`config.mk`:
```
export PLATFORM = sky130hd
export DESIGN_NAME = fifo_bus_arbiter
export DESIGN_NICKNAME = d
export VERILOG_FILES = /design/src/rtl/fifo_arb_pkg.sv /design/src/rtl/rr_priority_pick.sv /design/src/rtl/fifo_bus_arbiter.sv
export SDC_FILE = /design/constraint.sdc
export NUM_CORES = 1
export LEC_CHECK = 0
export BUFFER_PORTS_ARGS = -buffer_cell sky130_fd_sc_hd__buf_2
export CORE_UTILIZATION = 45
export DETAILED_ROUTE_END_ITERATION = 8
export SLEW_MARGIN = 20
export SYNTH_ARGS = -nofsm -noshare
export SYNTH_HDL_FRONTEND = slang
export SYNTH_SLANG_ARGS = --single-unit
```
`constraint.sdc`:
```
create_clock -name clk -period 10.5 [get_ports clk]
set_clock_uncertainty 0.1 [all_clocks]
set_input_delay 1.575 -clock clk [delete_from_list [all_inputs] [get_ports clk]]
set_output_delay 1.575 -clock clk [all_outputs]
set_load 0.05 [all_outputs]
```
`src/rtl/fifo_arb_pkg.sv`:
```
// Shared state type, default sizing and one-hot/index helpers for the FIFO bus arbiter.
// No logic of its own; zero latency.
// No flow control.
package fifo_arb_pkg;

    typedef enum logic [1:0] {
        IDLE,
        BUSY,
        GAP
    } arb_state_t;

    localparam int PORT_NUM_DEF = 10;

    // Widest vector the helpers handle; callers cast down to PORT_NUM.
    localparam int MAX_PORTS = 32;

    function automatic logic [MAX_PORTS-1:0] idx2onehot(input int unsigned idx);
        return MAX_PORTS'(1) << idx;
    endfunction

    function automatic int unsigned onehot2idx(input logic [MAX_PORTS-1:0] oh);
        int unsigned idx;
        idx = 0;
        for (int i = 0; i < MAX_PORTS; i++) begin
            if (oh[i]) idx = i;
        end
        return idx;
    endfunction

endpackage

```
`src/rtl/rr_priority_pick.sv`:
```
// Round-robin winner search over req, starting at ptr and wrapping at PORT_NUM-1.
// Combinational, zero latency.
// fifo_afull suppresses winner_valid so no new grant can be issued.
module rr_priority_pick
    import fifo_arb_pkg::*;
#(
    parameter int PORT_NUM = PORT_NUM_DEF
) (
    input  logic [PORT_NUM-1:0]         req,
    input  logic [$clog2(PORT_NUM)-1:0] ptr,
    input  logic                        fifo_afull,
    output logic                        winner_valid,
    output logic [$clog2(PORT_NUM)-1:0] winner_idx
);

    localparam int IDX_W = $clog2(PORT_NUM);

    logic [PORT_NUM-1:0] pick_oh;
    int                  pos;

    always_comb begin
        pick_oh = '0;
        pos     = 0;
        // Scan from the far end back towards ptr so the nearest requester is written last.
        for (int i = PORT_NUM - 1; i >= 0; i--) begin
            pos = (int'(ptr) + i) % PORT_NUM;
            if (req[pos]) pick_oh = PORT_NUM'(idx2onehot(pos));
        end
    end

    assign winner_idx   = IDX_W'(onehot2idx(MAX_PORTS'(pick_oh)));
    assign winner_valid = (|req) & ~fifo_afull;

endmodule

```
`src/rtl/fifo_bus_arbiter.sv`:
```
// Per-FIFO round-robin packet arbiter driving a one-hot bus select; optional watchdog via FIFO_ARB_TIMEOUT_EN.
// Grant 1 cycle after req; release 1 cycle after eop/abort, then a 1-cycle turnaround before the next grant.
// fifo_afull blocks new grants only; a grant already held is never revoked by it.
module fifo_bus_arbiter
    import fifo_arb_pkg::*;
#(
    parameter int PORT_NUM       = PORT_NUM_DEF,
    parameter int TIMEOUT_CYCLES = 1024
) (
    input  logic                        clk,
    input  logic                        rst_n,
    input  logic [PORT_NUM-1:0]         req,
    input  logic [PORT_NUM-1:0]         eop,
    input  logic                        fifo_afull,
    output logic [PORT_NUM-1:0]         bus_sel,
    output logic [$clog2(PORT_NUM)-1:0] owner,
    output logic                        busy,
    output logic                        timeout_err
);

    localparam int              IDX_W    = $clog2(PORT_NUM);
    localparam logic [IDX_W-1:0] LAST_IDX = IDX_W'(PORT_NUM - 1);

    arb_state_t          state, state_nxt;
    logic [PORT_NUM-1:0] bus_sel_nxt;
    logic [IDX_W-1:0]    owner_nxt;
    logic [IDX_W-1:0]    ptr, ptr_nxt;
    logic                busy_nxt;
    logic                timeout_err_nxt;
    logic                winner_valid;
    logic [IDX_W-1:0]    winner_idx;
    logic                release_pkt;
    logic                timeout_hit;

    rr_priority_pick #(
        .PORT_NUM(PORT_NUM)
    ) u_pick (
        .req         (req),
        .ptr         (ptr),
        .fifo_afull  (fifo_afull),
        .winner_valid(winner_valid),
        .winner_idx  (winner_idx)
    );

    // eop/req of non-owners never matter; only the owner's bits end a packet.
    assign release_pkt = eop[owner] | ~req[owner];

`ifdef FIFO_ARB_TIMEOUT_EN
    localparam int CNT_W = $clog2(TIMEOUT_CYCLES);

    logic [CNT_W-1:0] wd_cnt, wd_nxt;

    assign timeout_hit = (state == BUSY) && (wd_cnt == CNT_W'(TIMEOUT_CYCLES - 1));

    always_comb begin
        wd_nxt = wd_cnt;
        if (state == IDLE && winner_valid) begin
            wd_nxt = '0;
        end else if (state == BUSY && !(release_pkt || timeout_hit)) begin
            wd_nxt = wd_cnt + 1'b1;
        end
    end

    always_ff @(posedge clk or negedge rst_n) begin
        if (!rst_n) wd_cnt <= '0;
        else        wd_cnt <= wd_nxt;
    end
`else
    assign timeout_hit = 1'b0;
`endif

    always_comb begin
        state_nxt       = state;
        bus_sel_nxt     = bus_sel;
        owner_nxt       = owner;
        busy_nxt        = busy;
        ptr_nxt         = ptr;
        timeout_err_nxt = 1'b0;
        case (state)
            IDLE: begin
                if (winner_valid) begin
                    state_nxt   = BUSY;
                    bus_sel_nxt = PORT_NUM'(idx2onehot(int'(winner_idx)));
                    owner_nxt   = winner_idx;
                    busy_nxt    = 1'b1;
                end
            end
            BUSY: begin
                if (release_pkt || timeout_hit) begin
                    state_nxt       = GAP;
                    bus_sel_nxt     = '0;
                    busy_nxt        = 1'b0;
                    ptr_nxt         = (owner == LAST_IDX) ? '0 : owner + 1'b1;
                    timeout_err_nxt = timeout_hit & ~release_pkt;
                end
            end
            GAP:     state_nxt = IDLE;
            default: state_nxt = IDLE;
        endcase
    end

    always_ff @(posedge clk or negedge rst_n) begin
        if (!rst_n) begin
            state       <= IDLE;
            bus_sel     <= '0;
            owner       <= '0;
            busy        <= 1'b0;
            ptr         <= '0;
            timeout_err <= 1'b0;
        end else begin
            state       <= state_nxt;
            bus_sel     <= bus_sel_nxt;
            owner       <= owner_nxt;
            busy        <= busy_nxt;
            ptr         <= ptr_nxt;
            timeout_err <= timeout_err_nxt;
        end
    end

endmodule
```
==> flow_summary.toml <==
[run_status]
status = "completed"

[sta]
tightest_slew_ps = 932
setup_viol = 0
slew_violations = 0
fmax_mhz = 133
rsz0062_at_grt = "false"
post-route-period-util_pct = 71.8
final.setup.tns_ps = 0
timing_hold_violations_final = 0
fin_ws_ps = 2960
max_slew_margin_pct = 36.1
period_needed_ps = 7540

[place]
place_congestion = 1.05
io_buffer_count = 37
post-place-ws_ps = 3110
hpwl_um = 20700

[critical_path]
cpMostUsedCell = "ha_1"
worst_r2r_path_depth = 19
worstPathRequired_ps = 10550
path_buf_inv = 3
worst_path_largest_cell_delay_ps = 1010
worstPathCellList = "buf_4 -> clkinv_1 -> ha_1 -> inv_1 -> ha_1 -> a2111oi_1 -> o21ai_0 -> nand2_1 -> ha_1 -> a21bo_2 -> a21boi_0 -> nor4_1 -> nor2_1 -> mux2_4 -> and3b_1 -> o211ai_1 -> o311ai_2 -> or4_1 -> o41ai_1"
critical_path.slowest_cell = "ha_1"
critPathTopFamily = "compound AO/OA/AOI/OAI gates"
ff2ff_setup_slack_ps = 2960
arrival_ps = 7590
crit_fanout = 41
crit_cells = 19
critPathCaptureType = "flip-flop"
start_kind = "flip-flop"
crit_type = "flip-flop to flip-flop"

[min_path]
hold_class = "flip-flop to flip-flop"
holdPathStages = 2

[clock_tree]
clkSlewWorstSetupHoldPaths_ps = 60
cts_buffer_depth = 2
clock-sinks = 21
cts_buffers = 3
post_cts_resized = 0
cts_tree = "built"
holdBufCountCts = 0
htreeDepth = 1
cts_root_buf = "clkbuf_16"
cts_setup_buffers = 0
clock_latency_ps = 250

[floorplanning]
die-area_sq_mm = 0.0173
core_sq_mm = 0.0165
fp.dieH_um = 132
die_w_um = 132
start_util_pct = 45.9
row_count = 47
io_pins = 39

[synthesis]
synthFlopType = "dfrtp_1"
yosysUniqueCellTypes = 108
ys_async_sr_fraction_pct = 100
synth-edff-count = 0
synth_cells = 1105
ys_ff_latch = 21
syn_area_per_cell_sq_um = 6.84
synthesis.area_sq_mm = 0.00756
ys_warn_count = 0
yosysSeqAreaShare_pct = 6.95
syn-num-nets = 1173

[global_route]
grt_pass1_wl_um = 43400
overflow = 0
grt_max_degree = 58
grt_pass1_vias = 7974
antenna_found_initial = 0
grt.total_usage_pct = 30.7

[drt]
avgRoutedWirePerCell_um = 20.9
drc_errors = 0
routed_via_density = 6.77
drt_first_pass_iters = 5
routed_wl_um = 27400
vias = 8870
drt-initial-drc-count = 895
final_antenna_net_count = 0

[cells_and_area]
syn2layout_area_growth_pct = 4.30
drive_above_1_share_pct = 11.2
final_nets = 1160
post-route-util_pct = 47.9
antennaDiodeCount = 0

[job]
drv_cap = 0
[kinds of logic (layout without fill, tap and decap cells)]
family                   Yosys count  in the layout  share of synthesized area, %
adder cells (fa/ha/maj)           47             47                          7.71
multiplexers                      44             44                          6.67
other                              1              1                        0.0496
AO/OA/AOI/OAI                    402            402                          37.9
AND/OR/NAND/NOR                  442            442                          29.9
flip-flops                        21             21                          6.95
XOR/XNOR                          31             31                          3.99
buffers and inverters            117            103                          6.92
[worst paths after layout]
check / startpoint / to
min in group asynchronous: rst_n / ptr[1]
worst min-delay path: bus_sel[2] / bus_sel[2]
max in group asynchronous: rst_n / ptr[0]
worst max register to register: ptr[1] / bus_sel[1]
worst min register to register: bus_sel[2] / bus_sel[2]
worst max-delay path: ptr[1] / bus_sel[1]
[cell usage after synthesis (all sizes together) (12+ instances only)]
| cell | number | area share [%] |
|---|---|---|
| nor3 | 34 | 2.3 |
| xnor2 | 23 | 2.9 |
| nor2 | 81 | 4.1 |
| nor2b | 16 | 1.3 |
| clkbuf | 38 | 1.9 |
| mux2i | 23 | 3.0 |
| a21o | 12 | 1.2 |
| dfrtp | 21 | 7.0 |
| nand2b | 27 | 2.2 |
| inv | 42 | 2.1 |
| o22ai | 16 | 1.3 |
| o211ai | 19 | 1.9 |
| a211oi | 19 | 2.0 |
| a21oi | 75 | 5.1 |
| nand4 | 19 | 1.6 |
| o221ai | 15 | 1.7 |
| nor4 | 15 | 1.2 |
| and2 | 13 | 1.1 |
| a21boi | 13 | 1.3 |
| nand2 | 126 | 6.3 |
| a31oi | 15 | 1.2 |
| o21ai | 82 | 5.4 |
| or2 | 15 | 1.3 |
| buf | 34 | 2.8 |
| mux2 | 18 | 2.7 |
| ha | 45 | 7.4 |
| or3 | 12 | 0.99 |
| nand3 | 36 | 2.4 |
[sequential cells by signal (all words and copies together), names as in the netlist]
name,count
busy,1
owner,4
ptr,4
bus_sel,10
state,2
[worst register-to-register path, cell delays in order, from the launching register on]
cell and delay (ps):
dfrtp_1 320, buf_4 410, clkinv_1 820, ha_1 1020, inv_1 410, ha_1 340
a2111oi_1 580, o21ai_0 250, nand2_1 200, ha_1 290, a21bo_2 220, a21boi_0 80
nor4_1 380, nor2_1 90, mux2_4 330, and3b_1 190, o211ai_1 260, o311ai_2 260
or4_1 560, o41ai_1 340
[layer usage]
metal / global-route usage [%] / share of wire (%)
met5: 0 / 0
met3: 3.09 / 7.9
met2: 49.1 / 44
met4: 7.49 / 2.4
met1: 43.9 / 46
[placed cells by master, fill, tap and decap left out, drive strengths merged, types with 19 or more instances in the layout]
cell / n
a21oi: 75
ha: 45
nor2: 81
nand4: 19
xnor2: 23
nand2b: 27
o211ai: 19
nand2: 126
nand3: 36
dfrtp: 21
a211oi: 19
buf: 54
mux2i: 23
nor3: 34
inv: 42
o21ai: 82
[per-stage QoR]
stage / hold WS, ps / cells / instance area, sq um
after global placement: 372 / 1307 / 7810
final: 373 / 1311 / 7890
after floorplan: 425 / 1105 / 7560
after detailed placement: 364 / 1307 / 7810
after global routing: 403 / 1311 / 7890
after CTS: 377 / 1311 / 7890
[layout make-up]
type | count | area (sq um)
inverters | 45 | 169
repair buffers | 54 | 313
well taps | 220 | 275
multi-input cells | 967 | 6520
fillers | 1735 | 8580
clock buffers | 4 | 78.8
flip-flops and latches | 21 | 527
Power is not shown: default switching activity piles up to over one toggle a cycle in this logic, so the estimate is an artifact.
